File: config.mk
export PLATFORM = sky130hd
export DESIGN_NAME = reg_scoreboard
export DESIGN_NICKNAME = d
export VERILOG_FILES = /design/src/rtl/reg_scoreboard.sv
export SDC_FILE = /design/constraint.sdc
export NUM_CORES = 1
export LEC_CHECK = 0
export CAP_MARGIN = 30
export CORE_MARGIN = 8
export CORE_UTILIZATION = 25
export DETAILED_ROUTE_END_ITERATION = 10
export HOLD_SLACK_MARGIN = 0.03
export RECOVER_POWER = 50
export SYNTH_ARGS = -nofsm -noshare
export SYNTH_HDL_FRONTEND = slang
export SYNTH_SLANG_ARGS = --single-unit
File: constraint.sdc
create_clock -name clk -period 10 [get_ports clk]
set_input_delay 3 -clock clk [delete_from_list [all_inputs] [get_ports clk]]
set_output_delay 3 -clock clk [all_outputs]
set_load 0.005 [all_outputs]
File: src/rtl/reg_scoreboard.sv
// Dual-issue register scoreboard: counts long-latency writers per register
// and gates in-order issue of the a/b decode pair against pending results.
module reg_scoreboard (
    input  logic        clk,
    input  logic        rstn,
    input  logic        ID_valid_a,
    input  logic [4:0]  ID_rf_raddr_a1,
    input  logic [4:0]  ID_rf_raddr_a2,
    input  logic        ID_rf_re_a1,
    input  logic        ID_rf_re_a2,
    input  logic [4:0]  ID_rf_waddr_a,
    input  logic        ID_rf_we_a,
    input  logic        ID_long_a,
    input  logic        ID_valid_b,
    input  logic [4:0]  ID_rf_raddr_b1,
    input  logic [4:0]  ID_rf_raddr_b2,
    input  logic        ID_rf_re_b1,
    input  logic        ID_rf_re_b2,
    input  logic [4:0]  ID_rf_waddr_b,
    input  logic        ID_rf_we_b,
    input  logic        ID_long_b,
    input  logic        EX_ready,
    input  logic        flush,
    input  logic        EX_valid_a,
    input  logic        EX_rf_we_a,
    input  logic        EX_long_a,
    input  logic [4:0]  EX_rf_waddr_a,
    input  logic        EX_valid_b,
    input  logic        EX_rf_we_b,
    input  logic        EX_long_b,
    input  logic [4:0]  EX_rf_waddr_b,
    input  logic        WB_rf_we_a,
    input  logic        WB_long_a,
    input  logic [4:0]  WB_rf_waddr_a,
    input  logic        WB_rf_we_b,
    input  logic        WB_long_b,
    input  logic [4:0]  WB_rf_waddr_b,
    output logic        issue_a,
    output logic        issue_b,
    output logic        ID_stall,
    output logic [31:0] busy
);

    logic [1:0] cnt_q [32];
    logic [1:0] cnt_d [32];

    logic haz_a, haz_b, dep_ab;
    logic inc_a, inc_b, dec_wb_a, dec_wb_b, kill_a, kill_b;
    logic same_dest_inc;
    logic [2:0] up, down, diff;

    always_comb begin
        haz_a = (ID_rf_re_a1 && ID_rf_raddr_a1 != 5'd0 && cnt_q[ID_rf_raddr_a1] != 2'd0) ||
                (ID_rf_re_a2 && ID_rf_raddr_a2 != 5'd0 && cnt_q[ID_rf_raddr_a2] != 2'd0) ||
                (ID_long_a && ID_rf_we_a && ID_rf_waddr_a != 5'd0 &&
                 cnt_q[ID_rf_waddr_a] == 2'd3);
        issue_a = ID_valid_a && EX_ready && !flush && !haz_a;
        inc_a   = issue_a && ID_rf_we_a && ID_long_a && ID_rf_waddr_a != 5'd0;

        // b's saturation check must account for a's increment to the same register
        same_dest_inc = inc_a && ID_rf_waddr_a == ID_rf_waddr_b;
        haz_b = (ID_rf_re_b1 && ID_rf_raddr_b1 != 5'd0 && cnt_q[ID_rf_raddr_b1] != 2'd0) ||
                (ID_rf_re_b2 && ID_rf_raddr_b2 != 5'd0 && cnt_q[ID_rf_raddr_b2] != 2'd0) ||
                (ID_long_b && ID_rf_we_b && ID_rf_waddr_b != 5'd0 &&
                 ({1'b0, cnt_q[ID_rf_waddr_b]} + {2'b00, same_dest_inc}) >= 3'd3);
        dep_ab = ID_rf_we_a && ID_rf_waddr_a != 5'd0 &&
                 ((ID_rf_re_b1 && ID_rf_raddr_b1 == ID_rf_waddr_a) ||
                  (ID_rf_re_b2 && ID_rf_raddr_b2 == ID_rf_waddr_a));
        issue_b = issue_a && ID_valid_b && !haz_b && !dep_ab;
        inc_b   = issue_b && ID_rf_we_b && ID_long_b && ID_rf_waddr_b != 5'd0;

        dec_wb_a = WB_rf_we_a && WB_long_a && WB_rf_waddr_a != 5'd0;
        dec_wb_b = WB_rf_we_b && WB_long_b && WB_rf_waddr_b != 5'd0;
        kill_a   = flush && EX_valid_a && EX_rf_we_a && EX_long_a && EX_rf_waddr_a != 5'd0;
        kill_b   = flush && EX_valid_b && EX_rf_we_b && EX_long_b && EX_rf_waddr_b != 5'd0;

        ID_stall = (ID_valid_a && !issue_a) || (ID_valid_b && !issue_b);
    end

    // All same-cycle increments and decrements net out before clamping to 0..3
    always_comb begin
        up   = 3'd0;
        down = 3'd0;
        diff = 3'd0;
        busy = 32'd0;
        for (int r = 0; r < 32; r++) begin
            up   = {1'b0, cnt_q[r]} +
                   {2'b00, inc_a && ID_rf_waddr_a == 5'(r)} +
                   {2'b00, inc_b && ID_rf_waddr_b == 5'(r)};
            down = {2'b00, dec_wb_a && WB_rf_waddr_a == 5'(r)} +
                   {2'b00, dec_wb_b && WB_rf_waddr_b == 5'(r)} +
                   {2'b00, kill_a && EX_rf_waddr_a == 5'(r)} +
                   {2'b00, kill_b && EX_rf_waddr_b == 5'(r)};
            diff = up - down;
            if (r == 0 || up <= down) begin
                cnt_d[r] = 2'd0;
            end else if (diff > 3'd3) begin
                cnt_d[r] = 2'd3;
            end else begin
                cnt_d[r] = diff[1:0];
            end
            busy[r] = (r != 0) && (cnt_q[r] != 2'd0);
        end
    end

    always_ff @(posedge clk or negedge rstn) begin
        if (!rstn) begin
            for (int r = 0; r < 32; r++) begin
                cnt_q[r] <= 2'd0;
            end
        end else begin
            for (int r = 0; r < 32; r++) begin
                cnt_q[r] <= cnt_d[r];
            end
        end
    end

endmodule

==> results.txt <==
Outcome = complete, but fails checks
Failing checks = max-capacitance violations, max-slew violations
Post-route clock period utilization = 98.1%
CORE AREA = 0.0486 mm^2
Power Density = 56.1 mW/mm^2
Clock share of power = 44.8%
CTS Buf Count = 9
Relative slew slack = -165%
Via-to-Cell Ratio = 5.27
Post-synth top area cell = ha_1
Switching share of power = 31.7%
Lkg Pwr = 6.31 nW
Wire length per cell = 21.6 um
Area growth, synth to finish = 19.4%
Fmax achieved = 102 MHz
Design internal power = 0.560 mW
DRT iter0 DRCs = 1,037
Vias in the first global route = 11.5k
Filler instances = 5,132
Post-CTS Hold Buffers = 0
Critical path origin = ID_rf_waddr_a[1]
Main synth FF type = dfrtp_1
CTS tree = yes
Clock sink count = 62
Final hold vios = 0
Worst hold path class = register to register
Max-cap violations = 1
Reg power frac = 30.7%
Hold_sp = cnt_q[15]
Initial antenna violation count = 0
Syn_area_per_cell = 8.80 um^2
Post-route setup TNS = 0 ps
Max reg flops = 62
Sequential share of the synthesized area = 12.7%
Top Family by Delay on Critical Path = simple AND/OR/NAND/NOR gates
Ranking of synthesized cells by area = ha_1 (19%), fa_1 (15%), dfrtp_1 (13%), mux4_2 (8.5%), nor2_1 (5.2%)
Post-detail-place hpwl = 38,000 um
Clk_lat worst skew = 350 ps
IO Pins = 109
Largest net degree at the start of global routing = 65
Crit path required time = 7000 ps
Synth cell types = 64
Mapped cell area = 0.0122 mm^2
Max IR drop VDD = 73.6 uV
NetSw = 0.260 mW
First-pass iteration count of the detailed router = 5
Worst-path maximum fanout = 2
Largest registers = cnt_q x62
CTS max path bufs = 2
DRC Markers = 0
Die Y = 237 um
Mapped Cells = 1,391
CP startpoint kind = input port
Final cell count without fillers = 2,120
Least-Margin Pin Slew = 3970 ps
H-tree lvl count = 3
Crit path arrival time = 6810 ps
Net count, final = 1,848
CTS root buf = clkbuf_16
CP Buf/Inv Count = 2
Synth Warn # = 0
Post-synth EDFFs = 0
Reg with most FFs = cnt_q
FF-to-FF Start = cnt_q[24]
Number of endpoints failing setup at the final stage = 0
Crit-path cells = clkdlybuf4s50_1 -> or4_4 -> o211ai_2 -> a311oi_1 -> nand4_1 -> o211ai_1 -> or3_2 -> nor3_2 -> ha_1 -> ha_1 -> a21oi_1 -> nor2_1 -> nor2_1 -> o311ai_2 -> or4_4 -> nor2_4 -> buf_6
Global-route wire length before repair = 68,800 um
Most frequent cell after synthesis = ha_1
Total power = 0.820 mW
Minimum clock period = 9810 ps
Commonest cells post-synth = ha_1 (188), nor2_1 (169), inv_1 (164)
Max Clock Skew = 12.5 ps
Seq cells post-synth = 62
Slew Limit Fails = 63
GR Util All Layers = 15.9%
Power share of the combinational group = 24.5%
Share of cells above drive strength 1 = 12.0%
DR vias = 11.2k
CP max stage delay = 590 ps
# rows = 81
GRT overflow = 0
Critical Path Sink Type = output port
Antenna cells = 0
Syn Nets = 1,746
Gpl congestion = 0.933
CTS clk-pin slew, worst paths = 60 ps
Antenna-violating nets left = 0
Post-Place Cells = 2,102
Initial core utilization = 25.2%
Top cell type's share of synthesized area = 19.2%
Die X = 237 um
Setup CP Type = input port to output port
Critical-path top delay cell = or4_4
WL final = 45,700 um
Full die area = 0.0563 mm^2
Asr flop ratio synth = 100%
I/O Buffers = 107
worst paths after layout:
path | slack, ps | depth (start not counted) | to
max | 190 | 17 | issue_b
min | 980 | 4 | cnt_q[15]
max reg2reg | 3470 | 24 | cnt_q[32]
min reg2reg | 980 | 4 | cnt_q[15]
max in group asynchronous | 3490 | 3 | cnt_q[47]
min in group asynchronous | 4220 | 3 | cnt_q[27]
cells in the final DEF (no fill, tap or decap), drive strengths merged, types with 15 or more instances in the layout:
master	instances
nand3	90
nor2b	41
nor4	15
o21ai	42
inv	167
nor3	74
o21a	32
ha	188
xor2	35
buf	53
clkdlybuf4s50	85
nand2b	20
dfrtp	62
dlygate4sd3	15
mux4	47
nor2	169
nand2	53
fa	93
a21oi	70
stage by stage:
step	utilization [%]	setup slack [ps]	cell area, um^2	hold WS (ps)
finish	30.0	187	14600	976
global route	30.0	-36.7	14600	1060
CTS	29.9	12.0	14600	969
detailed placement	29.2	-330	14200	955
global placement	29.2	-321	14200	946
floorplan	-	337	12200	861
repair_timing:
item | in CTS | in global routing
buffers inserted | 0 | 1
endpoints found under the hold margin | 0 | 0
pin swaps | 1 | 4
resized for setup | 9 | 12
endpoints found under the setup margin | 2 | 2
cell families (layout without fill, tap and decap cells):
kind of cell | after synthesis | count (layout) | share of synthesized area, %
xor gates and xnor gates | 46 | 46 | 3.29
AOI/OAI and AO/OA | 186 | 186 | 9.56
adders and majority gates | 281 | 281 | 34.4
and+or+nand+nor | 519 | 519 | 22.3
DFF | 62 | 62 | 12.7
muxes | 62 | 62 | 9.95
other | 1 | 1 | 0.0306
buffers and inverters | 234 | 341 | 7.77
power groups by stage:
stage	combinational (mW)	clock, mW	sequential [mW]
after global routing	0.215	0.383	0.252
after detailed placement	0.195	0	0.257
after global placement	0.192	0	0.257
final	0.201	0.367	0.252
after floorplan	0.104	0	0.256
after CTS	0.198	0.373	0.252
final cells by class:
| cell class | count | area, um^2 | share of cell area, % |
|---|---|---|---|
| sequential | 62 | 1550 | 10.6 |
| clock buffer | 10 | 239 | 1.63 |
| timing repair buffer | 160 | 1540 | 10.5 |
| clock inverter | 6 | 92.6 | 0.633 |
| multi-input combinational | 1095 | 9800 | 67.0 |
| inverter | 165 | 619 | 4.24 |
| tap | 622 | 778 | 5.32 |
tightest hold or removal path: cells and delay by family (launching register included):
| kind | cells | cell delay (ps) |
|---|---|---|
| DFF | 1 | 400 |
| adders and majority gates | 2 | 320 |
| AOI/OAI and AO/OA | 2 | 220 |
routing by layer:
metal	up-vias	wire, um	track usage (%)
met2	561	20600	25.5
met4	0	1820	5.69
met3	100	3990	3.56
met5	-	0	0
li1	5038	-	-
met1	5466	19300	20.7
No activity file was read; power rests on OpenSTA's default activity.
